--- config.mk ---
export PLATFORM = sky130hd
export DESIGN_NAME = spi_sram_responder
export DESIGN_NICKNAME = d
export VERILOG_FILES = /design/src/rtl/spi_sram_responder.sv
export SDC_FILE = /design/constraint.sdc
export NUM_CORES = 2
export LEC_CHECK = 0
export BUFFER_PORTS_ARGS = -buffer_cell sky130_fd_sc_hd__buf_2
export CORE_ASPECT_RATIO = 1.25
export CORE_MARGIN = 2
export CORE_UTILIZATION = 55
export DETAILED_ROUTE_END_ITERATION = 7
export PLACE_DENSITY = 0.71
export SYNTH_ARGS = -nofsm -noshare
export SYNTH_HDL_FRONTEND = slang
export SYNTH_SLANG_ARGS = --single-unit
--- constraint.sdc ---
create_clock -name clk -period 18.14 [get_ports clk]
set_clock_uncertainty 0.2 [all_clocks]
set_input_delay 3.628 -clock clk [delete_from_list [all_inputs] [get_ports clk]]
set_output_delay 3.628 -clock clk [all_outputs]
set_load 0.01 [all_outputs]
--- src/rtl/spi_sram_responder.sv ---
// SPI mode-0 responder emulating a small serial SRAM (READ 0x03 / WRITE 0x02).
// Runs on the system clock and oversamples the SPI pins through 2-flop synchronizers.
module spi_sram_responder #(
  parameter int DEPTH     = 256,
  parameter int ADDR_BITS = 24
) (
  input  logic clk,
  input  logic rst_n,
  input  logic sclk_in,
  input  logic cs_in,
  input  logic mosi_in,
  output logic miso_out,
  output logic miso_oe_out,
  output logic busy_out
);
  localparam int AW = $clog2(DEPTH);
  localparam int CW = $clog2(ADDR_BITS + 1);
  // only the low AW address bits survive (mod DEPTH); 8 bits are needed for the command
  localparam int SW = (AW > 8) ? AW : 8;

  localparam logic [2:0] S_IDLE = 3'd0;
  localparam logic [2:0] S_CMD  = 3'd1;
  localparam logic [2:0] S_ADDR = 3'd2;
  localparam logic [2:0] S_RD   = 3'd3;
  localparam logic [2:0] S_WR   = 3'd4;
  localparam logic [2:0] S_IGN  = 3'd5;

  logic [1:0]    sclk_s, cs_s, mosi_s;
  logic          sclk_q;
  logic [2:0]    state;
  logic [CW-1:0] cnt;
  logic [SW-2:0] sh;
  logic          op_rd;
  logic [AW-1:0] addr;
  logic [7:0]    dsh;
  logic [7:0]    mem [DEPTH];

  logic          cs_act, rise, fall, wr_en;
  logic [SW-1:0] sh_next;
  logic [7:0]    byte_next;
  logic [AW-1:0] addr_inc;

  assign cs_act    = ~cs_s[1];
  assign rise      = cs_act & sclk_s[1] & ~sclk_q;
  assign fall      = cs_act & ~sclk_s[1] & sclk_q;
  assign sh_next   = {sh, mosi_s[1]};
  assign byte_next = {dsh[6:0], mosi_s[1]};
  assign addr_inc  = addr + 1'b1;
  assign wr_en     = cs_act && (state == S_WR) && rise && (cnt == CW'(7));

  assign busy_out  = (state != S_IDLE);
  assign miso_out  = miso_oe_out & dsh[7];

  // pin synchronizers; CS resets deasserted so a CS held low at release reads as a fresh fall
  always_ff @(posedge clk or negedge rst_n) begin
    if (!rst_n) begin
      sclk_s <= '0;
      cs_s   <= 2'b11;
      mosi_s <= '0;
      sclk_q <= 1'b0;
    end else begin
      sclk_s <= {sclk_s[0], sclk_in};
      cs_s   <= {cs_s[0], cs_in};
      mosi_s <= {mosi_s[0], mosi_in};
      sclk_q <= sclk_s[1];
    end
  end

  // protocol FSM: command, address, then read or write data phase
  always_ff @(posedge clk or negedge rst_n) begin
    if (!rst_n) begin
      state       <= S_IDLE;
      cnt         <= '0;
      sh          <= '0;
      op_rd       <= 1'b0;
      addr        <= '0;
      dsh         <= '0;
      miso_oe_out <= 1'b0;
    end else if (!cs_act) begin
      state       <= S_IDLE;
      cnt         <= '0;
      miso_oe_out <= 1'b0;
    end else begin
      case (state)
        S_IDLE: begin
          state <= S_CMD;
          cnt   <= '0;
        end
        S_CMD: if (rise) begin
          sh <= sh_next[SW-2:0];
          if (cnt == CW'(7)) begin
            cnt <= '0;
            if (sh_next[7:0] == 8'h03) begin
              op_rd <= 1'b1;
              state <= S_ADDR;
            end else if (sh_next[7:0] == 8'h02) begin
              op_rd <= 1'b0;
              state <= S_ADDR;
            end else begin
              state <= S_IGN;
            end
          end else begin
            cnt <= cnt + 1'b1;
          end
        end
        S_ADDR: if (rise) begin
          sh <= sh_next[SW-2:0];
          if (cnt == CW'(ADDR_BITS - 1)) begin
            cnt  <= '0;
            addr <= sh_next[AW-1:0];
            if (op_rd) begin
              // load the first byte right away so the MSB is on MISO long before the next rise
              dsh         <= mem[sh_next[AW-1:0]];
              miso_oe_out <= 1'b1;
              state       <= S_RD;
            end else begin
              state <= S_WR;
            end
          end else begin
            cnt <= cnt + 1'b1;
          end
        end
        S_RD: begin
          // count data rises; the fall trailing the last address bit (cnt==0) must not shift
          if (rise) begin
            cnt <= cnt + 1'b1;
          end else if (fall) begin
            if (cnt == CW'(8)) begin
              cnt  <= '0;
              addr <= addr_inc;
              dsh  <= mem[addr_inc];
            end else if (cnt != '0) begin
              dsh <= {dsh[6:0], 1'b0};
            end
          end
        end
        S_WR: if (rise) begin
          dsh <= byte_next;
          if (cnt == CW'(7)) begin
            cnt  <= '0;
            addr <= addr_inc;
          end else begin
            cnt <= cnt + 1'b1;
          end
        end
        S_IGN: ;
        default: state <= S_IDLE;
      endcase
    end
  end

  // byte store; contents are deliberately not reset
  always_ff @(posedge clk) begin
    if (wr_en) mem[addr] <= byte_next;
  end
endmodule

# == Word-level counts from Yosys, hierarchy flattened ==
# Memories as Yosys holds them, arrays and structs flattened.
# Index checks and enable logic that the tools add are counted.
# classes
n_addsub,2
eq_ne,27
n_lt_le_gt_ge,0
mux,44
div_mod_pow,0
n_shift,0
bitwise_logic,8
multipliers,0
n_reduce_logical,23
# ops
operator,count
8-bit two-way mux,15
8-bit case mux with 3 select lines,2
5-bit two-way mux,8
3-bit two-way mux,8
5-bit case mux with 4 select lines,1
9-bit AND reduction,2
"8-bit by 2-bit equality test with 1-bit output, second input constant",2
"3-bit inequality test, second input constant",5
5-bit AND reduction,3
"2-bit inequality test, second input constant",7
3-bit case mux with 4 select lines,1
2-bit nonzero test,5
5-bit nonzero test,2
1-bit two-way mux,9
"8-bit by 1-bit adder with 8-bit output, second input constant",1
"4-bit inequality test, second input constant",2
"3-bit by 2-bit equality test with 1-bit output, second input constant",2
"3-bit equality test, second input constant",2
3-bit nonzero test,2
"5-bit by 1-bit adder with 5-bit output, second input constant",1
1-bit AND,5
"5-bit by 3-bit equality test with 1-bit output, second input constant",1
"5-bit by 4-bit equality test with 1-bit output, second input constant",1
"5-bit equality test, second input constant",1
other kinds (10),16
# totals
latchBits,0
n_memories,1
inputBits,5
out_inout_bits,3
rom_bits,0
word_cells,116
ram_bits,2048
regBits,40
# mem_list
name,depth,word_bits,read_ports,rd_clocked_by_memory_dff,write_ports,line_no,rtl
mem,256,8,2,0,1,36,logic [7:0] mem [DEPTH];

# == Depth between registers and ports, before layout ==
# logic_depth
word_depth,7
ltp_mapped,20
mapped_depth_nobuf,11

# == Worst setup path after synthesis ==
# No wires, ideal clock.
# synth_path
kind,register -> register
from,register mosi_s[1]
to,register dsh[5]
n_path_buf,3
period_less_slack_ns,6.322
stages_incl_launch_ff,11
path_slack_ns,11.818
setup_time_ns,0.139
required_ns,17.801
t_arrival_ns,5.983
cell_sequence,dfrtp_1 > buf_4 > buf_4 > buf_2 > mux4_2 > mux4_2 > a22oi_1 > nand2_1 > a21oi_1 > nor2_1 > o32a_1
# synth_via
elab_chain_cells,5
# synth_rtl
element,line_no,rtl
"start, declared",28,"logic [1:0] sclk_s, cs_s, mosi_s;"
"start signal, assigned",64,"mosi_s <= {mosi_s[0], mosi_in};"
memory 256 x 8 bit,--,
8-bit two-way mux,111,if (op_rd) begin
8-bit two-way mux,108,if (cnt == CW'(ADDR_BITS - 1)) begin
8-bit two-way mux,106,S_ADDR: if (rise) begin
8-bit case mux with 3 select lines,84,case (state)
"end signal, assigned",113,dsh <= mem[sh_next[AW-1:0]];
"end signal, assigned",131,dsh <= mem[addr_inc];
"end signal, assigned",133,"dsh <= {dsh[6:0], 1'b0};"
"end, declared",35,logic [7:0] dsh;
# No other way between the ends. The select of a mux whose other input is x is not followed.
# A chain may end at the register's enable or synchronous reset.

# == Worst setup path in the final report ==
# layout_path
from,register addr[0]
to,register dsh[5]
# layout_via
elab_chain_cells,6
# layout_rtl
element,line_no,rtl
"start, declared",34,logic [AW-1:0] addr;
"start signal, assigned",110,addr <= sh_next[AW-1:0];
"start signal, assigned",130,addr <= addr_inc;
"start signal, assigned",141,addr <= addr_inc;
8-bit by 1-bit adder with 8-bit output,48,assign addr_inc = addr + 1'b1;
memory 256 x 8 bit,--,
8-bit two-way mux,128,if (cnt == CW'(8)) begin
8-bit two-way mux,127,end else if (fall) begin
8-bit two-way mux,125,if (rise) begin
8-bit case mux with 3 select lines,84,
"end signal, assigned",131,
"end signal, assigned",133,
"end signal, assigned",138,dsh <= byte_next;
# No other way between the ends. The select of a mux whose other input is x is not followed.

==> run_results.csv <==
group,metric,value,unit
outcome,run_status,"finished, violations left",
outcome,violations,"design-rule violations, max-capacitance violations",
die,die_area,0.182,sq mm
cells_and_area,finish.utilization,0.603,
synthesis,synth_async_sr_flop_share,0.0192,
clock_network,clock_buffers_created_by_tritoncts,198,
sta,period_needed,7.49,ns
sta,timing.fmax,0.133,GHz
place,post-place-cells,7256,
synthesis,synth_area_leader_cell,"sky130_fd_sc_hd__edfxtp_1",
worst_setup_path,top_fanout_value_on_the_critical_path,99,
routing,drc,6,
sta,final_worst_slack,10.65,ns
clock_network,clock_tree.buffer_depth,3,
power,vdd.ir_drop.worst,0.206,mV
power,total_power,17.2,mW
place,dp_hpwl,201000,um
global_routing,maximum_number_of_pins_on_one_net_before_global_route_repair,122,
worst_setup_path,worst_setup_path_end_kind,"flip-flop",
global_routing,global_route.usage.total,0.351,
sta,report.final.slew_viol_count,0,
synthesis,synth.top_cell.area_share,0.625,
cells_and_area,syn_to_final_growth,9.05,%
cells_and_area,layout_cell_share_with_drive_strength_beyond_1,0.299,
global_routing,globalRouteOverflowTotal,0,
worst_setup_path,crit-reg2reg-capture,"dsh[5]",
worst_setup_path,timing.critical_path.max_delay_family,"buffers and inverters",
sta,hold-worst-slack,0.160,ns
synthesis,synth_edf_count,2048,
worst_setup_path,regToRegSetupSlack,10.65,ns
global_routing,first_global_vias,57100,
routing,wl_per_cell,41.7,um
worst_setup_path,critPathKind,"reg2reg",
hold_path,timing.hold.worst_endpoint,"cs_s[1]",
sta,worst_slew_margin_rel,0.0155,
worst_setup_path,r2r_start,"addr[0]",
clock_network,cts_num_sinks,2088,
place,placement.setup.worst_slack,10.85,ns
clock_network,insertion_delay,0.89,ns
worst_setup_path,worstPathBufferInverterCount,5,
hold_path,worst_min_delay_path_startpoint,"cs_s[0]",
synthesis,synth_fp_nets,5148,
hold_path,hold_path_class,"reg2reg",
sta,setup_repair_after_global_routing_missed_its_margin,"no",
synthesis,syn_area_per_cell,19.1,sq um
global_routing,grt_antenna_before_repair,22,
worst_setup_path,worstPathRequired,18.69,ns
clock_network,cts_post_setup_buffers_inserted,0,
synthesis,synth.distinct_cells,69,
die,chipWidth,382,um
worst_setup_path,worstRegToRegCells,14,
cells_and_area,filler_cell_count,12400,
clock_network,clkTransAtPathRegs,0.07,ns
cells_and_area,multi_input_comb_area,0.0338,sq mm
sta,final.setup.tns,0,ns
die,initial_utilization,0.553,
die,core_area,0.178,sq mm
synthesis,count_of_state_elements_after_synthesis,2088,
sta,worst_pin_slew,1.46,ns
die,die_h,477,um
power,leakage,32.6,nW
clock_network,post_cts_resized,0,
sta,hold_viol_final,0,
place,dpl-instance-area,0.101,sq mm
die,num_io_pins,8,
clock_network,cts-hold-fix-buffers,0,
synthesis,synth_top_flop_cell,"sky130_fd_sc_hd__edfxtp_1",
place,place_congestion,1.00,
synthesis,yosysWarnings,0,
power,power.density,160,mW/mm^2
synthesis,syn_inst,5137,
synthesis,yosys.cell_count.top_type,"sky130_fd_sc_hd__edfxtp_1",
clock_network,cts.htree.levels,4,
cells_and_area,regArea,0.0626,sq mm
cells_and_area,design.final.nets,5106,
worst_setup_path,timing.critical_path.mode_cell,"sky130_fd_sc_hd__buf_4",
cells_and_area,fin_cells,7648,
hold_path,whs_path_depth,0,
place,io_buffer_count,7,
die,fp-row-count,173,
worst_setup_path,crit_chain,"inv_1, buf_4, ha_4, buf_12, buf_4, buf_4, mux4_2, nor2_1, a2111oi_0, o21ai_0, a31oi_1, nor4_1, nor2_1, o32a_1",
global_routing,grt_pass1_wl,444000,um
cells_and_area,layout.cell_area.non_filler,0.107,sq mm
flow_run,timing.max_cap.violations,1,
worst_setup_path,startpoint_kind_of_the_worst_setup_timing_path,"flip-flop",
worst_setup_path,worst-endpoint-arrival,8.05,ns
clock_network,tritoncts_clock_tree,"built",
routing,detail_route.vias_per_cell,7.59,
sta,fin_crit_sh,0.413,
worst_setup_path,highest_cell_delay_on_the_worst_timing_path,0.96,ns
synthesis,synthesis.area,0.0983,sq mm
synthesis,ys_top_cells_by_count,"sky130_fd_sc_hd__edfxtp_1, sky130_fd_sc_hd__mux4_2, sky130_fd_sc_hd__nor2_1, sky130_fd_sc_hd__mux2i_1, sky130_fd_sc_hd__nand2_1",
routing,detailedRoute.firstIterationViolations,10300,
routing,first_pass_drt_iterations,8,
synthesis,ys_top_cells_by_area,"sky130_fd_sc_hd__edfxtp_1, sky130_fd_sc_hd__mux4_2, sky130_fd_sc_hd__mux2i_1, sky130_fd_sc_hd__nor2_1, sky130_fd_sc_hd__dfrtp_1",
routing,vias,58100,
clock_network,clock_tree.root_cell,"sky130_fd_sc_hd__clkbuf_16",
routing,drt_wl_total,319000,um
sta,timing.final.setup_violations,0,
routing,ant_nets,0,
synthesis,synth-seq-area-share,0.636,
worst_setup_path,cp_max_delay_cell,"sky130_fd_sc_hd__dfrtp_4",
[sequential cells by signal, indices dropped and copies added (netlist names)]
signal / flops
mem: 2048
addr: 8
dsh: 8
sh: 7
cnt: 5
state: 3
cs_s: 2
mosi_s: 2
sclk_s: 2
miso_oe_out: 1
op_rd: 1
sclk_q: 1
[how the worst max path moves through the flow]
stage	from	end	slack, ns	cells past startpoint
6_report	addr[0]	dsh[5]	10.65	14
5_1_grt	addr[0]	dsh[5]	10.32	14
4_1_cts	addr[0]	dsh[5]	10.80	14
3_5_place_dp	addr[0]	dsh[5]	10.85	14
3_3_place_gp	addr[0]	dsh[5]	10.89	14
2_1_floorplan	mosi_s[1]	dsh[5]	11.82	10
[layout make-up]
type                       instances  area share
antenna                           20    0.000467
clock inverter                   125      0.0112
multi-input combinational       2629       0.315
tap                             2362      0.0276
timing repair buffer             163      0.0128
clock buffer                     246      0.0486
sequential                      2088       0.583
inverter                          15    0.000572
[worst register-to-register path: cells and delay by family (launching register included)]
family / cells / cell delay (ns)
multiplexers: 1 / 0.63
buffers and inverters: 5 / 2.66
AND/OR/NAND/NOR: 3 / 0.62
AO/OA/AOI/OAI: 4 / 1.43
flip-flops: 1 / 0.96
adder cells (fa/ha/maj): 1 / 0.87
[per-layer routing]
metal,vias up,part of all wire,GRT usage
met3,1151,0.14,0.126
met2,4870,0.45,0.512
met1,30200,0.33,0.443
met4,30,0.085,0.238
met5,-,0.00087,0.00450
li1,21800,-,-
[where the power goes]
part	leakage [nW]	internal, mW	total [mW]	switching [mW]
Clock	3.13	2.32	4.18	1.87
Sequential	19.0	5.91	6.21	0.296
Combinational	10.5	2.63	6.81	4.18
Total	32.6	10.9	17.2	6.34
[logic make-up after synthesis]
kind of cell | share of synthesized area
simple gates | 0.0341
fa+ha+maj | 0.000763
compound gates | 0.0324
xor+xnor | 0.00131
buf+inv | 0.0225
mux | 0.273
flops | 0.636
[placed cells by master (no fill, tap or decap), types with 54 or more instances in the layout]
cell type / synthesis / final
sky130_fd_sc_hd__clkinv_1: 2 / 54
sky130_fd_sc_hd__edfxtp_1: 2048 / 2048
sky130_fd_sc_hd__nand2_1: 246 / 239
sky130_fd_sc_hd__buf_4: 67 / 142
sky130_fd_sc_hd__nor2_1: 336 / 332
sky130_fd_sc_hd__o21ai_0: 64 / 63
sky130_fd_sc_hd__a22oi_1: 102 / 102
sky130_fd_sc_hd__nand3_1: 57 / 54
sky130_fd_sc_hd__mux4_2: 1066 / 1066
sky130_fd_sc_hd__clkbuf_16: 0 / 201
sky130_fd_sc_hd__mux2i_1: 273 / 273
sky130_fd_sc_hd__a21oi_1: 115 / 114
No activity file was read; power rests on OpenSTA's default activity.
